===== src/rtl/mux_scan_n.sv =====
// rtl/mux_scan_n.sv - N-channel registered mux with manual select and dwell-timed round-robin scan
module mux_scan_n #(
    parameter int W     = 2,
    parameter int N     = 4,
    parameter int SW    = $clog2(N),
    parameter int DWELL = 4
) (
    input  logic              i_clk,
    input  logic              i_rst_n,
    input  logic [N*W-1:0]    i_din,
    input  logic              i_en,
    input  logic              i_mode,
    input  logic [SW-1:0]     i_sel,
    input  logic              i_hold,
    output logic [W-1:0]      o_mux_out,
    output logic [SW-1:0]     o_ch_out,
    output logic              o_valid,
    output logic              o_wrap
);

    localparam int            CW       = (DWELL > 1) ? $clog2(DWELL) : 1;
    localparam logic [CW-1:0] CNT_LAST = CW'(DWELL - 1);
    localparam logic [SW-1:0] CH_LAST  = SW'(N - 1);
    localparam logic [SW:0]   N_EXT    = (SW + 1)'(N);

    typedef enum logic [1:0] {
        S_IDLE   = 2'd0,
        S_MANUAL = 2'd1,
        S_SCAN   = 2'd2
    } state_t;

    state_t        r_state;
    state_t        w_state_nxt;
    logic [CW-1:0] r_cnt;
    logic [CW-1:0] w_cnt_nxt;
    logic [SW-1:0] w_ch_nxt;
    logic [SW-1:0] w_ch_inc;
    logic [W-1:0]  w_mux_nxt;
    logic [W-1:0]  w_src_data;
    logic          w_valid_nxt;
    logic          w_wrap_nxt;
    logic          w_sel_ok;

    // Out-of-range selects only exist when N is not a power of two.
    generate
        if (N == (1 << SW)) begin : g_sel_full
            assign w_sel_ok = 1'b1;
        end else begin : g_sel_part
            assign w_sel_ok = ({1'b0, i_sel} < N_EXT);
        end
    endgenerate

    always_ff @(posedge i_clk or negedge i_rst_n) begin
        if (!i_rst_n) begin
            r_state <= S_IDLE;
        end else begin
            r_state <= w_state_nxt;
        end
    end

    always_comb begin
        w_state_nxt = S_IDLE;
        if (i_en) begin
            w_state_nxt = i_mode ? S_SCAN : S_MANUAL;
        end
    end

    always_comb begin
        w_ch_inc = (o_ch_out == CH_LAST) ? '0 : o_ch_out + 1'b1;
    end

    always_comb begin
        w_ch_nxt    = o_ch_out;
        w_cnt_nxt   = '0;
        w_valid_nxt = 1'b0;
        w_wrap_nxt  = 1'b0;
        case (w_state_nxt)
            S_MANUAL: begin
                w_valid_nxt = 1'b1;
                if (w_sel_ok) begin
                    w_ch_nxt = i_sel;
                end
            end
            S_SCAN: begin
                w_valid_nxt = 1'b1;
                if (r_state != S_SCAN) begin
                    w_ch_nxt = '0;
                end else if (i_hold) begin
                    w_cnt_nxt = r_cnt;
                end else if (r_cnt != CNT_LAST) begin
                    w_cnt_nxt = r_cnt + 1'b1;
                end else begin
                    w_ch_nxt   = w_ch_inc;
                    w_wrap_nxt = (o_ch_out == CH_LAST);
                end
            end
            default: ;
        endcase
    end

    // The output always shows live data of whichever channel is selected next.
    always_comb begin
        w_src_data = '0;
        for (int k = 0; k < N; k++) begin
            if (w_ch_nxt == SW'(k)) begin
                w_src_data = i_din[k*W +: W];
            end
        end
        w_mux_nxt = (w_state_nxt == S_IDLE) ? o_mux_out : w_src_data;
    end

    always_ff @(posedge i_clk or negedge i_rst_n) begin
        if (!i_rst_n) begin
            r_cnt     <= '0;
            o_mux_out <= '0;
            o_ch_out  <= '0;
            o_valid   <= 1'b0;
            o_wrap    <= 1'b0;
        end else begin
            r_cnt     <= w_cnt_nxt;
            o_mux_out <= w_mux_nxt;
            o_ch_out  <= w_ch_nxt;
            o_valid   <= w_valid_nxt;
            o_wrap    <= w_wrap_nxt;
        end
    end

endmodule


===== config.mk =====
export PLATFORM = sky130hd
export DESIGN_NAME = mux_scan_n
export DESIGN_NICKNAME = d
export VERILOG_FILES = /design/src/rtl/mux_scan_n.sv
export SDC_FILE = /design/constraint.sdc
export NUM_CORES = 1
export LEC_CHECK = 0
export ABC_AREA = 1
export CAP_MARGIN = 40
export CELL_PAD_IN_SITES_DETAIL_PLACEMENT = 1
export CELL_PAD_IN_SITES_GLOBAL_PLACEMENT = 2
export CORE_MARGIN = 2
export CORE_UTILIZATION = 21
export CTS_CLUSTER_DIAMETER = 40
export DETAILED_ROUTE_END_ITERATION = 6
export PLACE_DENSITY_LB_ADDON = 0.08
export SYNTH_ARGS = -nofsm -noshare
export SYNTH_HDL_FRONTEND = slang
export SYNTH_SLANG_ARGS = --single-unit

===== constraint.sdc =====
create_clock -name i_clk -period 1.35 [get_ports i_clk]
set_input_delay 0.27 -clock i_clk [delete_from_list [all_inputs] [get_ports i_clk]]
set_output_delay 0.27 -clock i_clk [all_outputs]
set_load 0.02 [all_outputs]

==> impl_metrics.yaml, run 1 <==
setup_path:
  crit_fanout: 7
  crit_required_ns: 1.52
  rr_startpoint: "o_ch_out[0]$_DFF_PN0_"
  cp-start-kind: "flop"
  timing.critical_path.buf_inv: 4
  worstRegToRegCells: 8
  cpMostUsedCell: "buf_4"
  critical_path_class: "reg2reg"
  critPathMaxStageDelay_ns: 0.44
  arrival_ns: 1.61
  r2r_slack_ns: -0.09
  end_kind: "flop"
  reg2reg_to: "o_ch_out[1]$_DFF_PN0_"
  path_delay_family: "flip-flops"
  critPathSlowestCell: "dfrtp_2"
  worstPathCellList: "ha_4, inv_2, nand3_2, nand3_2, nand2_4, buf_4, buf_4, buf_4"
layout:
  diodes: 0
  final-instance-count-excl-fill: 143
  mostFrequentLayoutCells: "buf_4 (19), nand2_1 (18), clkdlybuf4s50_1 (13)"
  nets: 131
  area_growth_pct: 73.3
  layout_commonest_cell: "buf_4"
  drive_gt1_share_pct: 36.3
  fill_cells: 312
pwr:
  power_uw: 851
  p_leak_uw: 0.000494
  swShare_pct: 29.0
  power_frac_clock_pct: 33.8
  power_frac_seq_pct: 39.0
  ir_worst_vdd_v: 0.000424
  p_per_area_nw_per_um2: 853
  p_int_uw: 604
  comb_power_share_pct: 27.2
  power_switching_uw: 247
detailed_routing:
  drtIter0Drc: 6
  wl_mm: 1.49
  drc: 0
  drtAntennaViolNets: 0
  dr.pass1.iters: 4
  viasPerCell: 4.24
  num_vias: 607
  routedWlPerCell_microns: 10.4
synth:
  netlist_instances: 72
  syn_area_per_cell_sq_um: 7.99
  synthFlopType: "dfrtp_1"
  async_flop_share_pct: 100
  ys_seq_area_share_pct: 43.5
  syn-cell-area_sq_um: 576
  syn-num-nets: 89
  ys_seq_elements: 10
  synth_cell_types: 17
  synth_edf_count: 0
  yosys_warnings: 0
global_routing:
  grt_usage_pct: 11.1
  grt_max_degree: 11
  grt_antenna_before_repair: 0
  grt_pass1_wl_mm: 2.66
  grt_pass1_vias: 619
  overflow: 0
clock_tree:
  cts.reportedPaths.clkPinSlew_ns: 0.08
  htree_levels: 1
  cts.sink_count: 10
  numCtsBuffers: 3
  cts_tree: "done"
  clockBufferDepth: 2
  clk_latency_ns: 0.27
  root_buffer: "clkbuf_4"
job:
  drv_cap: 0
sta:
  drv_slew: 0
  setup_ws_ns: -0.0890
  min_period_ns: 1.44
  fmax_mhz: 695
  period_share_pct: 107
  finalSetupViolations: 3
  slew_headroom_pct: 85.3
  finClkSkew_ns: 0.000225
  rsz0062_at_grt: "yes"
  tightest_slew_ns: 0.220
  hold_violations: 0
die:
  die-area_sq_um: 3180
  die_y_microns: 56.4
  ios: 21
  core-area_sq_um: 2540
  die-width_microns: 56.4
  fp-row-count: 18
  initial_core_util_pct: 22.6
outcome:
  status: "finished with violations"
  violations: "setup timing"
placement:
  place_congestion: 0.707
  hpwlAfterDp_mm: 1.21
  port_buffers: 20
  dp_cells: 132
min_path:
  hp-class: "in2async"
[synth_stat cells, types with 2 or more instances]
master	number	share of area, %
inv_1	15	9.8
dfrtp_1	10	43
o21bai_1	2	2.6
o21ai_0	3	2.6
nand2_2	2	2.2
nand2_4	2	3.9
nand3_1	5	4.3
nor2_1	3	2.0
ha_1	2	4.3
a21oi_1	2	1.7
nand4_1	2	2.2
nand3_2	2	3.5
nand2_1	18	12
[through the flow]
stage / TNS (ns) / utilization [%] / hold WS [ns] / setup slack (ns) / area [sq um]
2_1_floorplan: -0.126 / - / -0.0256 / -0.0667 / 596
3_3_place_gp: -1.09 / 35.6 / 0.471 / -0.399 / 907
3_5_place_dp: -1.41 / 35.6 / 0.470 / -0.466 / 907
4_1_cts: -0.194 / 38.5 / 0.292 / -0.102 / 980
5_1_grt: -0.516 / 39.2 / 0.283 / -0.192 / 997
6_report: -0.238 / 39.2 / 0.285 / -0.0890 / 997
[layout make-up]
class	instances	area, sq um	share of cell area [%]
Timing Repair Buffer	38	322	32.2
Tap cell	30	37.5	3.76
Sequential cell	10	253	25.3
Clock buffer	4	36.3	3.64
Multi-Input combinational cell	46	293	29.4
Inverter	15	56.3	5.65
[kinds of logic after synthesis]
| family | Yosys count | synth area share (%) |
|---|---|---|
| fa+ha+maj | 2 | 4.35 |
| simple gates | 36 | 32.6 |
| flops | 10 | 43.5 |
| buf+inv | 16 | 11.3 |
| compound gates | 8 | 8.26 |
[registers in the layout, indices dropped and copies added, names as in the netlist]
name       flops
o_wrap         1
r_state        2
r_cnt          2
o_mux_out      2
o_valid        1
o_ch_out       2
[timing repair]
action	CTS	global route
gates cloned	0	0
hold endpoints to repair	0	0
setup buffers	6	1
hold buffers	0	0
setup endpoints to repair	8	3
resized for setup	15	2
pin swaps	8	1
[metal layers]
layer,track usage (%),up-vias,wire length [microns]
li1,-,310,-
met1,13.1,276,648
met2,17.5,17,720
met3,1.84,4,77
met4,9.18,0,44
met5,0,-,0
[worst register-to-register path, cell delays in order (launching register included)]
cell	delay (ns)
dfrtp_2	0.44
ha_4	0.24
inv_2	0.05
nand3_2	0.07
nand3_2	0.10
nand2_4	0.08
buf_4	0.14
buf_4	0.12
buf_4	0.11
[power groups by stage]
stage	Clock (uW)	Sequential, uW	Combinational, uW
floorplan	0	361	79.4
global placement	0	340	230
detailed placement	0	340	230
CTS	297	332	233
global route	326	335	256
finish	288	332	231
[worst max-delay path by stage]
stage	slack, ns	end	start	cells past startpoint
after floorplan	-0.07	o_mux_out[0]$_DFFE_PN0P_	o_ch_out[1]$_DFF_PN0_	10
after global placement	-0.40	o_mux_out[1]$_DFFE_PN0P_	i_en	10
after detailed placement	-0.47	o_mux_out[0]$_DFFE_PN0P_	i_en	10
after CTS	-0.10	o_mux_out[0]$_DFFE_PN0P_	o_ch_out[0]$_DFF_PN0_	11
after global routing	-0.19	o_mux_out[0]$_DFFE_PN0P_	o_ch_out[0]$_DFF_PN0_	10
final	-0.09	o_ch_out[1]$_DFF_PN0_	o_ch_out[0]$_DFF_PN0_	8
No activity file was read; power rests on OpenSTA's default activity.
==> run 2: changes to the inputs <==
--- a/config.mk
+++ b/config.mk
@@ -5,13 +5,12 @@
 export SDC_FILE = /design/constraint.sdc
 export NUM_CORES = 1
 export LEC_CHECK = 0
-export ABC_AREA = 1
 export CAP_MARGIN = 40
 export CELL_PAD_IN_SITES_DETAIL_PLACEMENT = 1
 export CELL_PAD_IN_SITES_GLOBAL_PLACEMENT = 2
 export CORE_MARGIN = 2
-export CORE_UTILIZATION = 21
-export CTS_CLUSTER_DIAMETER = 40
+export CORE_UTILIZATION = 23
+export CTS_CLUSTER_DIAMETER = 120
 export DETAILED_ROUTE_END_ITERATION = 6
 export PLACE_DENSITY_LB_ADDON = 0.08
 export SYNTH_ARGS = -nofsm -noshare
==> run 2 against run 1 <==
  * The flow still finishes with violations (setup timing)
  * Power down 12%
  * Worst hold slack better by 0.044 ns
  * Setup slack worse by 0.23 ns
  * Critical path depth down 2
  * Area after synthesis down 1.3%
  * Count of clock-buffer cells in the layout down 1
  * Wire length down 13%
  * Combinational power down 4%
  * Fmax down 14%
  * Largest cell class is now multi-input gates
  * Clock skew up 0.0039 ns
  * Utilization up 0.74 points
  * Cell count down 16%
==> impl_metrics.yaml, run 2 <==
outcome:
  status: "finished with violations"
  violations: "setup timing"
detailed_routing:
  drtAntennaViolNets: 0
  viasPerCell: 4.32
  routedWlPerCell_microns: 10.9
  num_vias: 518
  drtIter0Drc: 8
  wl_mm: 1.30
  dr.pass1.iters: 3
  drc: 0
setup_path:
  rr_startpoint: "r_cnt[1]$_DFFE_PN0P_"
  worstRegToRegCells: 6
  cp.depth: 6
  timing.critical_path.buf_inv: 0
  critical_path_class: "reg2reg"
  worstPathCellList: "ha_2, nor2b_4, mux2i_2, o221ai_4, mux2i_1, a211oi_1"
  r2r_slack_ns: -0.32
  path_delay_family: "multiplexers"
  critPathMaxStageDelay_ns: 0.35
  arrival_ns: 1.83
  endpoint: "o_mux_out[1]$_DFFE_PN0P_"
  crit_required_ns: 1.51
  cp-start-kind: "flop"
  end_kind: "flop"
  cp-startpoint: "r_cnt[1]$_DFFE_PN0P_"
  reg2reg_to: "o_mux_out[1]$_DFFE_PN0P_"
  critPathSlowestCell: "dfrtp_1"
  crit_fanout: 5
clock_tree:
  cts_hold_buffers: 0
  clk_latency_ns: 0.25
  cts.reportedPaths.clkPinSlew_ns: 0.06
  htree_levels: 1
  clockBufferDepth: 2
  cts.sink_count: 10
  root_buffer: "clkbuf_4"
  cts_tree: "done"
  numCtsBuffers: 3
min_path:
  hp-class: "in2async"
job:
  drv_cap: 0
layout:
  post-route-util_pct: 39.9
  nets: 109
  layout_commonest_cell: "buf_4"
  final-instance-count-excl-fill: 120
  mostFrequentLayoutCells: "buf_4 (17), clkdlybuf4s50_1 (14), dfrtp_1 (8)"
  area_growth_pct: 69.4
  drive_gt1_share_pct: 36.7
  diodes: 0
synth:
  synth_edf_count: 0
  syn-num-nets: 69
  ys_top_cells_by_area: "dfrtp_1 (44%), mux2i_1 (14%), nor3b_1 (5.3%), nor2_1 (4.6%), o221ai_4 (4.6%)"
  netlist_instances: 52
  ys_seq_area_share_pct: 44.1
  syn-cell-area_sq_um: 568
  yosys.area.top_type_share_pct: 44.1
  synth_common_cells: "dfrtp_1 (10), mux2i_1 (8), nor2_1 (7)"
  synth_cell_types: 19
  synthFlopType: "dfrtp_1"
  yosysMostFrequentCell: "dfrtp_1"
  synth.largest_area_cell: "dfrtp_1"
  syn_area_per_cell_sq_um: 10.9
  async_flop_share_pct: 100
  ys_seq_elements: 10
  yosys_warnings: 0
sta:
  slew_headroom_pct: 70.1
  finClkSkew_ns: 0.00416
  tightest_slew_ns: 0.448
  fmax_mhz: 599
  min_period_ns: 1.67
  drv_slew: 0
  rsz0062_at_grt: "yes"
  setup_ws_ns: -0.320
  hold_violations: 0
  finalSetupViolations: 3
  period_share_pct: 124
die:
  fp-row-count: 18
  core-area_sq_um: 2410
  die-area_sq_um: 2880
  initial_core_util_pct: 23.6
  die-width_microns: 53.7
  die_y_microns: 53.7
  ios: 21
placement:
  hpwlAfterDp_mm: 1.11
  place_ws_ns: -0.530
  dp_cells: 113
  place_congestion: 0.689
  port_buffers: 20
global_routing:
  grt_usage_pct: 10.1
  grt_pass1_vias: 512
  overflow: 0
  grt_antenna_before_repair: 0
  grt_max_degree: 11
  grt_pass1_wl_mm: 2.13
pwr:
  p_leak_uw: 0.000427
  p_per_area_nw_per_um2: 779
  ir_worst_vdd_v: 0.000332
  power_uw: 750
[run 2: cell types whose count changed after synthesis, sizes merged, moves of 3 or more]
cell / delta
nand2: -20
nor3b: +4
nand3: -7
mux2i: +8
nor2b: +3
nor2: +3
inv: -14
[run 2: how the worst min path moves through the flow]
stage	start	end	depth (start not counted)
after floorplan	i_rst_n	o_ch_out[0]$_DFF_PN0_	0
after global placement	r_cnt[1]$_DFFE_PN0P_	r_cnt[1]$_DFFE_PN0P_	2
after detailed placement	o_mux_out[1]$_DFFE_PN0P_	o_mux_out[1]$_DFFE_PN0P_	2
after CTS	i_rst_n	r_cnt[1]$_DFFE_PN0P_	1
after global routing	i_rst_n	r_cnt[0]$_DFFE_PN0P_	1
final	i_rst_n	o_mux_out[0]$_DFFE_PN0P_	1
[run 2: logic make-up (layout without fill, tap and decap cells)]
group                    Yosys count  in the layout  synth area share, %
flip-flops                        10             10                 44.1
multiplexers                       8              8                 14.1
buffers and inverters              3             41                 1.98
adder cells (fa/ha/maj)            2              2                 4.40
AO/OA/AOI/OAI                     10             10                 13.9
AND/OR/NAND/NOR                   19             19                 21.6
[run 2: power breakdown]
part           internal [uW]  switching (uW)
clock network            102            89.9
registers                321            14.7
logic                    124            97.5
total                    548             202
[run 2: repair_timing]
item	CTS	global route
setup buffers	0	4
resized for setup	12	1
setup endpoints to repair	10	4
pin swaps	2	1
endpoints found under the hold margin	0	0
[run 2: cell type report]
type	instances	area, sq um
clock buffers	3	22.5
fillers	278	1450
inverters	1	3.75
multi-input cells	39	333
flip-flops and latches	10	253
well taps	30	37.5
repair buffers	37	313
[run 2: through the flow]
step / hold slack [ns] / setup TNS, ns / instance area, sq um
floorplan: -0.0256 / -0.421 / 593
global placement: 0.522 / -1.64 / 921
detailed placement: 0.550 / -1.79 / 921
CTS: 0.344 / -0.608 / 928
global route: 0.361 / -1.04 / 962
finish: 0.329 / -0.702 / 962
[run 2: routing by layer]
metal,global-route usage [%],share of wire [%],vias to the layer above
met5,0,0,-
met4,2.56,0.69,0
met3,1.94,6.0,2
met2,17.5,48,13
met1,12.6,46,242
li1,-,-,261
